## config.mk

```make
export PLATFORM = sky130hd
export DESIGN_NAME = sc_psrandom_arbiter
export DESIGN_NICKNAME = d
export VERILOG_FILES = /design/src/rtl/sc_psrandom_arbiter.sv
export SDC_FILE = /design/constraint.sdc
export NUM_CORES = 1
export LEC_CHECK = 0
export ABC_AREA = 1
export ABC_CLOCK_PERIOD_IN_PS = 1200
export BUFFER_PORTS_ARGS = -buffer_cell sky130_fd_sc_hd__buf_2
export CAP_MARGIN = 40
export CORE_MARGIN = 2
export CORE_UTILIZATION = 45
export CTS_CLUSTER_SIZE = 10
export DETAILED_ROUTE_END_ITERATION = 12
export GPL_TIMING_DRIVEN = 0
export PLACE_DENSITY = 0.69
export SYNTH_ARGS = -nofsm -noshare
export SYNTH_HDL_FRONTEND = slang
export SYNTH_SLANG_ARGS = --single-unit
```

## constraint.sdc

```tcl
create_clock -name SC_PSRANDOM_ARBITER_CLOCK_50 -period 1.2 [get_ports SC_PSRANDOM_ARBITER_CLOCK_50]
set_input_delay 0.36 -clock SC_PSRANDOM_ARBITER_CLOCK_50 [delete_from_list [all_inputs] [get_ports SC_PSRANDOM_ARBITER_CLOCK_50]]
set_output_delay 0.36 -clock SC_PSRANDOM_ARBITER_CLOCK_50 [all_outputs]
set_load 0.005 [all_outputs]
```

## src/rtl/sc_psrandom_arbiter.sv

```systemverilog
// Two-requester round-robin arbiter that hands out words from an external LFSR.
// Seeding loads the LFSR, a warm-up of STRIDE shifts follows, and every capture
// is spaced at least STRIDE clocks from the previous one.
module sc_psrandom_arbiter #(
    parameter int unsigned RegGENERAL_DATAWIDTH = 8,
    parameter int unsigned STRIDE               = 8
) (
    input  logic                              SC_PSRANDOM_ARBITER_CLOCK_50,
    input  logic                              SC_PSRANDOM_ARBITER_RESET_InLow,
    input  logic                              SC_PSRANDOM_ARBITER_SEEDREQ_InHigh,
    input  logic [RegGENERAL_DATAWIDTH-5:0]   SC_PSRANDOM_ARBITER_SEED_InBUS,
    input  logic                              SC_PSRANDOM_ARBITER_REQ0_InHigh,
    input  logic                              SC_PSRANDOM_ARBITER_REQ1_InHigh,
    output logic                              SC_PSRANDOM_ARBITER_GNT0_OutHigh,
    output logic                              SC_PSRANDOM_ARBITER_GNT1_OutHigh,
    output logic [RegGENERAL_DATAWIDTH-1:0]   SC_PSRANDOM_ARBITER_data_OutBUS,
    output logic                              SC_PSRANDOM_ARBITER_READY_OutHigh,
    output logic                              SC_PSRANDOM_ARBITER_LFSRLOAD_OutHigh,
    output logic [RegGENERAL_DATAWIDTH-5:0]   SC_PSRANDOM_ARBITER_LFSRSEED_OutBUS,
    input  logic [RegGENERAL_DATAWIDTH-1:0]   SC_PSRANDOM_ARBITER_LFSRdata_InBUS
);

    localparam int unsigned DataW = RegGENERAL_DATAWIDTH;
    localparam int unsigned SeedW = RegGENERAL_DATAWIDTH - 4;
    localparam int unsigned CntW  = 4;

    // Last counter value of the warm-up and cool-down phases.
    localparam logic [CntW-1:0] WarmLast = CntW'(STRIDE - 1);
    localparam logic [CntW-1:0] CoolLast = (STRIDE > 2) ? CntW'(STRIDE - 3) : '0;

    typedef enum logic [2:0] {
        ST_IDLE = 3'd0,
        ST_SEED = 3'd1,
        ST_WARM = 3'd2,
        ST_ARB  = 3'd3,
        ST_GNT  = 3'd4,
        ST_COOL = 3'd5
    } state_e;

    logic clk;
    logic rst_n;
    logic seedreq;
    logic req0;
    logic req1;

    assign clk     = SC_PSRANDOM_ARBITER_CLOCK_50;
    assign rst_n   = SC_PSRANDOM_ARBITER_RESET_InLow;
    assign seedreq = SC_PSRANDOM_ARBITER_SEEDREQ_InHigh;
    assign req0    = SC_PSRANDOM_ARBITER_REQ0_InHigh;
    assign req1    = SC_PSRANDOM_ARBITER_REQ1_InHigh;

    state_e            state_q,    state_d;
    logic [SeedW-1:0]  seed_q,     seed_d;
    logic [CntW-1:0]   cnt_q,      cnt_d;
    logic [DataW-1:0]  data_q,     data_d;
    logic              gnt0_q,     gnt0_d;
    logic              gnt1_q,     gnt1_d;
    logic              ready_q,    ready_d;
    logic              lfsrload_q, lfsrload_d;
    logic              last_q,     last_d;

    logic              any_req_c;
    logic              winner_c;

    // Round-robin pick: a lone requester wins, a tie goes to the one not served last.
    always_comb begin
        any_req_c = req0 | req1;
        winner_c  = 1'b0;
        if (req0 && req1) begin
            winner_c = ~last_q;
        end else begin
            winner_c = req1;
        end
    end

    // Next-state, capture and grant decisions.
    always_comb begin
        state_d = state_q;
        seed_d  = seed_q;
        cnt_d   = cnt_q;
        data_d  = data_q;
        last_d  = last_q;
        gnt0_d  = 1'b0;
        gnt1_d  = 1'b0;

        if (seedreq) begin
            // Reseed wins over everything, including a capture due this cycle.
            seed_d  = SC_PSRANDOM_ARBITER_SEED_InBUS;
            cnt_d   = '0;
            state_d = ST_SEED;
        end else begin
            unique case (state_q)
                ST_IDLE: begin
                    state_d = ST_IDLE;
                end
                ST_SEED: begin
                    cnt_d   = '0;
                    state_d = ST_WARM;
                end
                ST_WARM: begin
                    if (cnt_q == WarmLast) begin
                        cnt_d   = '0;
                        state_d = ST_ARB;
                    end else begin
                        cnt_d = cnt_q + CntW'(1);
                    end
                end
                ST_ARB: begin
                    if (any_req_c) begin
                        data_d  = SC_PSRANDOM_ARBITER_LFSRdata_InBUS;
                        last_d  = winner_c;
                        gnt0_d  = ~winner_c;
                        gnt1_d  = winner_c;
                        state_d = ST_GNT;
                    end
                end
                ST_GNT: begin
                    cnt_d = '0;
                    if (STRIDE > 2) begin
                        state_d = ST_COOL;
                    end else begin
                        state_d = ST_ARB;
                    end
                end
                ST_COOL: begin
                    if (cnt_q == CoolLast) begin
                        cnt_d   = '0;
                        state_d = ST_ARB;
                    end else begin
                        cnt_d = cnt_q + CntW'(1);
                    end
                end
                default: begin
                    cnt_d   = '0;
                    state_d = ST_IDLE;
                end
            endcase
        end

        ready_d    = (state_d == ST_ARB) || (state_d == ST_GNT) || (state_d == ST_COOL);
        lfsrload_d = (state_d != ST_IDLE) && (state_d != ST_SEED);
    end

    // State and output registers; reset drops any grant in flight.
    always_ff @(posedge clk or negedge rst_n) begin
        if (!rst_n) begin
            state_q    <= ST_IDLE;
            seed_q     <= '0;
            cnt_q      <= '0;
            data_q     <= '0;
            gnt0_q     <= 1'b0;
            gnt1_q     <= 1'b0;
            ready_q    <= 1'b0;
            lfsrload_q <= 1'b0;
            last_q     <= 1'b1;
        end else begin
            state_q    <= state_d;
            seed_q     <= seed_d;
            cnt_q      <= cnt_d;
            data_q     <= data_d;
            gnt0_q     <= gnt0_d;
            gnt1_q     <= gnt1_d;
            ready_q    <= ready_d;
            lfsrload_q <= lfsrload_d;
            last_q     <= last_d;
        end
    end

    assign SC_PSRANDOM_ARBITER_GNT0_OutHigh     = gnt0_q;
    assign SC_PSRANDOM_ARBITER_GNT1_OutHigh     = gnt1_q;
    assign SC_PSRANDOM_ARBITER_data_OutBUS      = data_q;
    assign SC_PSRANDOM_ARBITER_READY_OutHigh    = ready_q;
    assign SC_PSRANDOM_ARBITER_LFSRLOAD_OutHigh = lfsrload_q;
    assign SC_PSRANDOM_ARBITER_LFSRSEED_OutBUS  = seed_q;

endmodule
```

# == Word level (Yosys, flattened, before mapping) ==
# Cells that the tools add are included.
# word_totals
inputBits,17
n_memories,0
latch_bits,0
regBits,24
mem_bits_rw,0
rom_bits,0
# op_classes
n_div,0
n_mux,16
multipliers,0
shifts,0
addsub,1
bitwise,4
n_eq_ne,12
reduce_logical,8
n_lt_le_gt_ge,0
# op_table
cell,count
$pmux 3 s5,1
$eq 3x3->1 const B,4
$mux 3,4
$mux 4,3
$pmux 4 s3,1
$eq 3x2->1 const B,3
$eq 4x3->1 const B,2
$mux 1,7
$add 4x1->4 const B,1
$eq 3x1->1 const B,1
$logic_not 3->1,1
$ne 3x1->1 const B,1
$not 1->1,3
$reduce_and 3->1,1
$reduce_bool 3->1,1
$logic_and 1x1->1,2
$logic_or 1x1->1,2
$ne 2x1->1 const B,1
$reduce_or 2->1,1
$or 1x1->1,1

# == Logic depth before layout (Yosys ltp) ==
# depth
depth_word,7
depth_mapped,8

# == Worst setup path after synthesis ==
# Ideal clock, no wire load.
# synth_timing
kind,flip-flop to flip-flop
from,reg cnt_q[0]
to,reg cnt_q[1]
setup_time_ps,117
arrival_ps,1147
path_stages_with_launch,8
slack_ps,-64
cell_sequence,dfrtp_1 > inv_1 > ha_1 > or2_2 > nand3_1 > o21ai_0 > nand2_1 > nand2_1
# synth_via
elab_chain_len,4
elab_cells_between_ends,7
# synth_rtl
element,line_no,text
start: declaration,54,"logic [CntW-1:0] cnt_q, cnt_d;"
start signal: assignment,159,cnt_q <= cnt_d;
$add 4x1->4 (tied with other cells),"105, 130",
$mux 4 (on tied branches),"126, 101",
$pmux 4 s3 *,92,unique case (state_q)
$mux 4 *,86,if (seedreq) begin
# Mark *: on every way between the ends. The rest lies on a longest branch, timed or not.
# A chain may end at the register's enable or synchronous reset.

# == Worst setup path in the final report ==
# layout_timing
from,reg state_q[1]
to,reg cnt_q[0]
# layout_via
elab_chain_len,4
elab_cells_between_ends,8
# layout_rtl
element,line_no,text
start: declaration,52,"state_e state_q, state_d;"
start signal: assignment,157,state_q <= state_d;
$eq 3x2->1 or $logic_not 3->1 (tied branches),92,
$reduce_or 2->1 (no source line),-,
$pmux 4 s3,92,
$mux 4,86,
# Parallel ways exist; a longest one is shown, timed or not.

==> results by group <==
Yosys
  – Cell count after synthesis: 145
  – Post-synth ARST share: 100%
  – Synth cell count leaders: nand2_1 (57), dfrtp_1 (23), nand3_1 (23)
  – Top cell type by total area after synthesis: dfrtp_1
  – Largest family of logic cells by synthesized area: simple AND/OR/NAND/NOR gates
  – Netlist cell types: 20
  – Syn nets: 165
  – Syn avg cell area: 8.12 um^2
  – Post-Synth Simple-Gate Area: 35.1%
  – Mux cell area share after synthesis: 0%
  – Synth Register Bits: 24
  – Seq/Total Area, Yosys: 51.1%
  – Synth Area in Adders: 3.19%
  – Count leader, synth: nand2_1
  – Number of synthesized flops with an enable pin: 0
  – Top post-synthesis cells by area: dfrtp_1 (49%), nand2_1 (18%), nand3_1 (9.8%)
  – Share of the synthesized area in the top cell type: 48.9%
  – Yosys warnings: 0
  – Post-Synth XOR/XNOR Area: 0.744%
  – Ys flop type: dfrtp_1
  – Synth Area in Compound Gates: 3.93%
  – Mapped Area: 1180 um^2

Routing
  – WL met1: 1.26 mm
  – DRC Markers: 0
  – Post-Route WL: 3.00 mm
  – Drt pass-1 iters: 4
  – Via count: 1151
  – Detail-routed via count per cell: 5.16
  – Antenna Nets Post-Route: 0
  – DR top layer: met4
  – DR WL/cell: 13.5 um
  – 1st-iter DRT viols: 49
  – Met2 WL: 1.42 mm
  – Met3 wire length: 226 um

Timing
  – Final hold violation count: 0
  – Slew Viols, Final: 0
  – Unrepaired setup endpoints after global routing: yes
  – FMAX: 767 MHz
  – PnR worst setup slack: -0.104 ns
  – Period utilization: 109%
  – Worst slew pin tran: 0.517 ns
  – Min Tclk post-route: 1.30 ns
  – Final setup TNS: -0.467 ns
  – Fin Clk Skew: 0.0154 ns
  – Final setup vio count: 15
  – Slew Limit Headroom: 65.5%

Worst setup path
  – Crit end category: flip-flop
  – CP bufs+invs: 1
  – Cell family with the largest share of critical-path delay: simple AND/OR/NAND/NOR gates
  – Worst path slowest cell: dfrtp_1
  – WS Path Type: flip-flop to flip-flop
  – CP Max Fanout: 4
  – Worst Setup SP: state_q[1]$_DFF_PN0_
  – Crit path cell chain: inv_1, nor2_1, nand2_1, o21ai_2, nand3_2, nand2_1
  – Worst setup SP type: flip-flop
  – Critical Path AT: 1.56 ns
  – RR Startpoint: state_q[1]$_DFF_PN0_
  – Delay of the slowest cell on the worst path: 0.43 ns
  – Top cell by count, worst path: nand2_1
  – Req. time, crit path: 1.45 ns

Place
  – Placed insts: 206
  – Placed wire-length estimate: 1.79 mm
  – Routability Congestion: 0.903
  – Port Buf Inserts: 31
  – Placed Area: 1380 um^2

Power and ir drop
  – P_sw: 0.631 mW
  – Net Sw Frac: 28.4%
  – Clock share of power: 26.4%
  – Seq pwr share: 48.1%
  – PwrDens: 1350 nW/um^2
  – Internal: 1.59 mW
  – Gate power share: 25.5%
  – Leakage power: 0.892 nW
  – Worst VDD drop: 1.40 mV

CTS
  – H-tree lvl count: 1
  – CTS max path bufs: 2
  – TritonCTS Buffers: 3
  – CTS Root Cell: clkbuf_4
  – CTS Sinks: 24
  – Clock Pin Slew Worst Setup and Hold Paths: 0.14 ns
  – Clk_lat worst skew: 0.32 ns
  – TritonCTS clock tree: built

Final layout
  – Core Util, Final: 66.4%
  – Share of layout cells above drive strength 1: 45.1%
  – Design Area, Final: 1640 um^2
  – Number of diodes: 0
  – Layout area overhead: 39.6%
  – NumNets Final: 214
  – Final Non-Filler Cells: 223

GRT
  – First-pass GRT wire length: 4.39 mm
  – Largest net degree at the start of global routing: 25
  – Remaining Overflow, GRT: 0
  – Antenna violations before repair: 0
  – Vias in the first global route: 967
  – Total Routing Usage GR: 20.5%

Run
  – Max-cap violations: 0

Floorplanning
  – Area of the die: 3040 um^2
  – Die W: 55.2 um
  – Die H: 55.2 um
  – Core region area: 2480 um^2
  – Initial Utilization: 47.5%
  – Std cell rows: 18
  – Io pins: 33

Worst hold path
  – Hold Crit Class: primary input to flip-flop
  – Hold Startpoint: SC_PSRANDOM_ARBITER_SEED_InBUS[1]

Status
  – Failing checks: negative setup slack
  – Run status: finished with violations
worst paths after layout:
| kind | endpoint | slack, ns | depth (start not counted) |
|---|---|---|---|
| setup / recovery | cnt_q[0]$_DFFE_PN0P_ | -0.10 | 6 |
| hold / removal | SC_PSRANDOM_ARBITER_LFSRSEED_OutBUS[1]$_DFFE_PN0P_ | 0.23 | 3 |
| setup reg to reg | cnt_q[0]$_DFFE_PN0P_ | -0.10 | 6 |
| hold reg to reg | SC_PSRANDOM_ARBITER_data_OutBUS[7]$_DFFE_PN0P_ | 0.48 | 2 |
| max in group asynchronous | cnt_q[0]$_DFFE_PN0P_ | 0.28 | 2 |
| min in group asynchronous | SC_PSRANDOM_ARBITER_READY_OutHigh$_DFF_PN0_ | 0.52 | 2 |
layout by cell type (no fill, tap or decap):
cell,Yosys,final
nand2_2,2,9
inv_2,0,3
o21ai_2,0,2
dlygate4sd3_1,0,1
o21ai_0,3,2
nor2_2,3,5
nor2_4,1,2
dfstp_2,1,1
nand4_1,2,2
dfrtp_2,0,3
nand3_4,0,1
or2_4,0,1
nand3_2,0,4
buf_2,2,33
clkbuf_4,0,3
nand2_1,57,50
nor2_1,6,3
dfrtp_1,23,20
buf_4,0,11
o21ai_1,2,1
nand3_1,23,18
ha_4,0,3
o21bai_1,1,1
a21oi_2,1,2
bufinv_16,0,1
inv_1,10,7
buf_6,2,3
xor2_1,1,1
final cells by class:
class | instances | area, um^2
plain buffers | 4 | 32.5
clock buffers | 3 | 22.5
clock inverters | 1 | 30.0
fillers | 213 | 833
inverters | 10 | 37.5
multi-input cells | 107 | 619
flip-flops and latches | 24 | 606
well taps | 30 | 37.5
repair buffers | 44 | 259
sequential cells by signal (all words and copies together), names as in the netlist:
register,count
last_q,1
SC_PSRANDOM_ARBITER_data_OutBUS,8
SC_PSRANDOM_ARBITER_GNT1_OutHigh,1
SC_PSRANDOM_ARBITER_LFSRLOAD_OutHigh,1
SC_PSRANDOM_ARBITER_LFSRSEED_OutBUS,4
SC_PSRANDOM_ARBITER_GNT0_OutHigh,1
cnt_q,4
SC_PSRANDOM_ARBITER_READY_OutHigh,1
state_q,3
cell families after synthesis:
kind of cell / count (synthesis)
compound gates: 8
xor+xnor: 1
fa+ha+maj: 3
buf+inv: 14
flops: 24
simple gates: 95
timing repair:
| action | 4_1_cts | 5_1_grt |
|---|---|---|
| setup endpoints to repair | 19 | 24 |
| gates cloned | 0 | 0 |
| endpoints found under the hold margin | 0 | 5 |
| gates resized for setup | 10 | 22 |
| hold buffers | 0 | 1 |
| pin swaps | 2 | 8 |
| buffers inserted | 7 | 5 |
power by group through the flow:
stage	registers [mW]	clock network, mW	logic (mW)
6_report	1.07	0.585	0.567
2_1_floorplan	1.09	0	0.228
3_5_place_dp	1.08	0	0.467
3_3_place_gp	1.07	0	0.456
4_1_cts	1.07	0.607	0.503
5_1_grt	1.09	0.649	0.646
through the flow:
step / worst slack [ns] / hold WS, ns / power, mW
after floorplan: 0.0271 / 0.0644 / 1.32
after global placement: -0.0998 / 0.371 / 1.53
after detailed placement: -0.129 / 0.373 / 1.55
after CTS: -0.0339 / 0.000697 / 2.18
after global routing: -0.194 / 0.216 / 2.39
final: -0.104 / 0.229 / 2.22
worst register-to-register path, stage by stage, from the launching register on:
cell	delay (ns)
dfrtp_1	0.43
inv_1	0.11
nor2_1	0.17
nand2_1	0.15
o21ai_2	0.22
nand3_2	0.09
nand2_1	0.08
metal layers:
metal	vias up	GRT usage, %
met3	12	2.69
met4	0	9.35
met2	59	31.5
li1	560	-
met5	-	0
met1	520	28.5
Note: power is estimated with default switching activity, not from simulation.
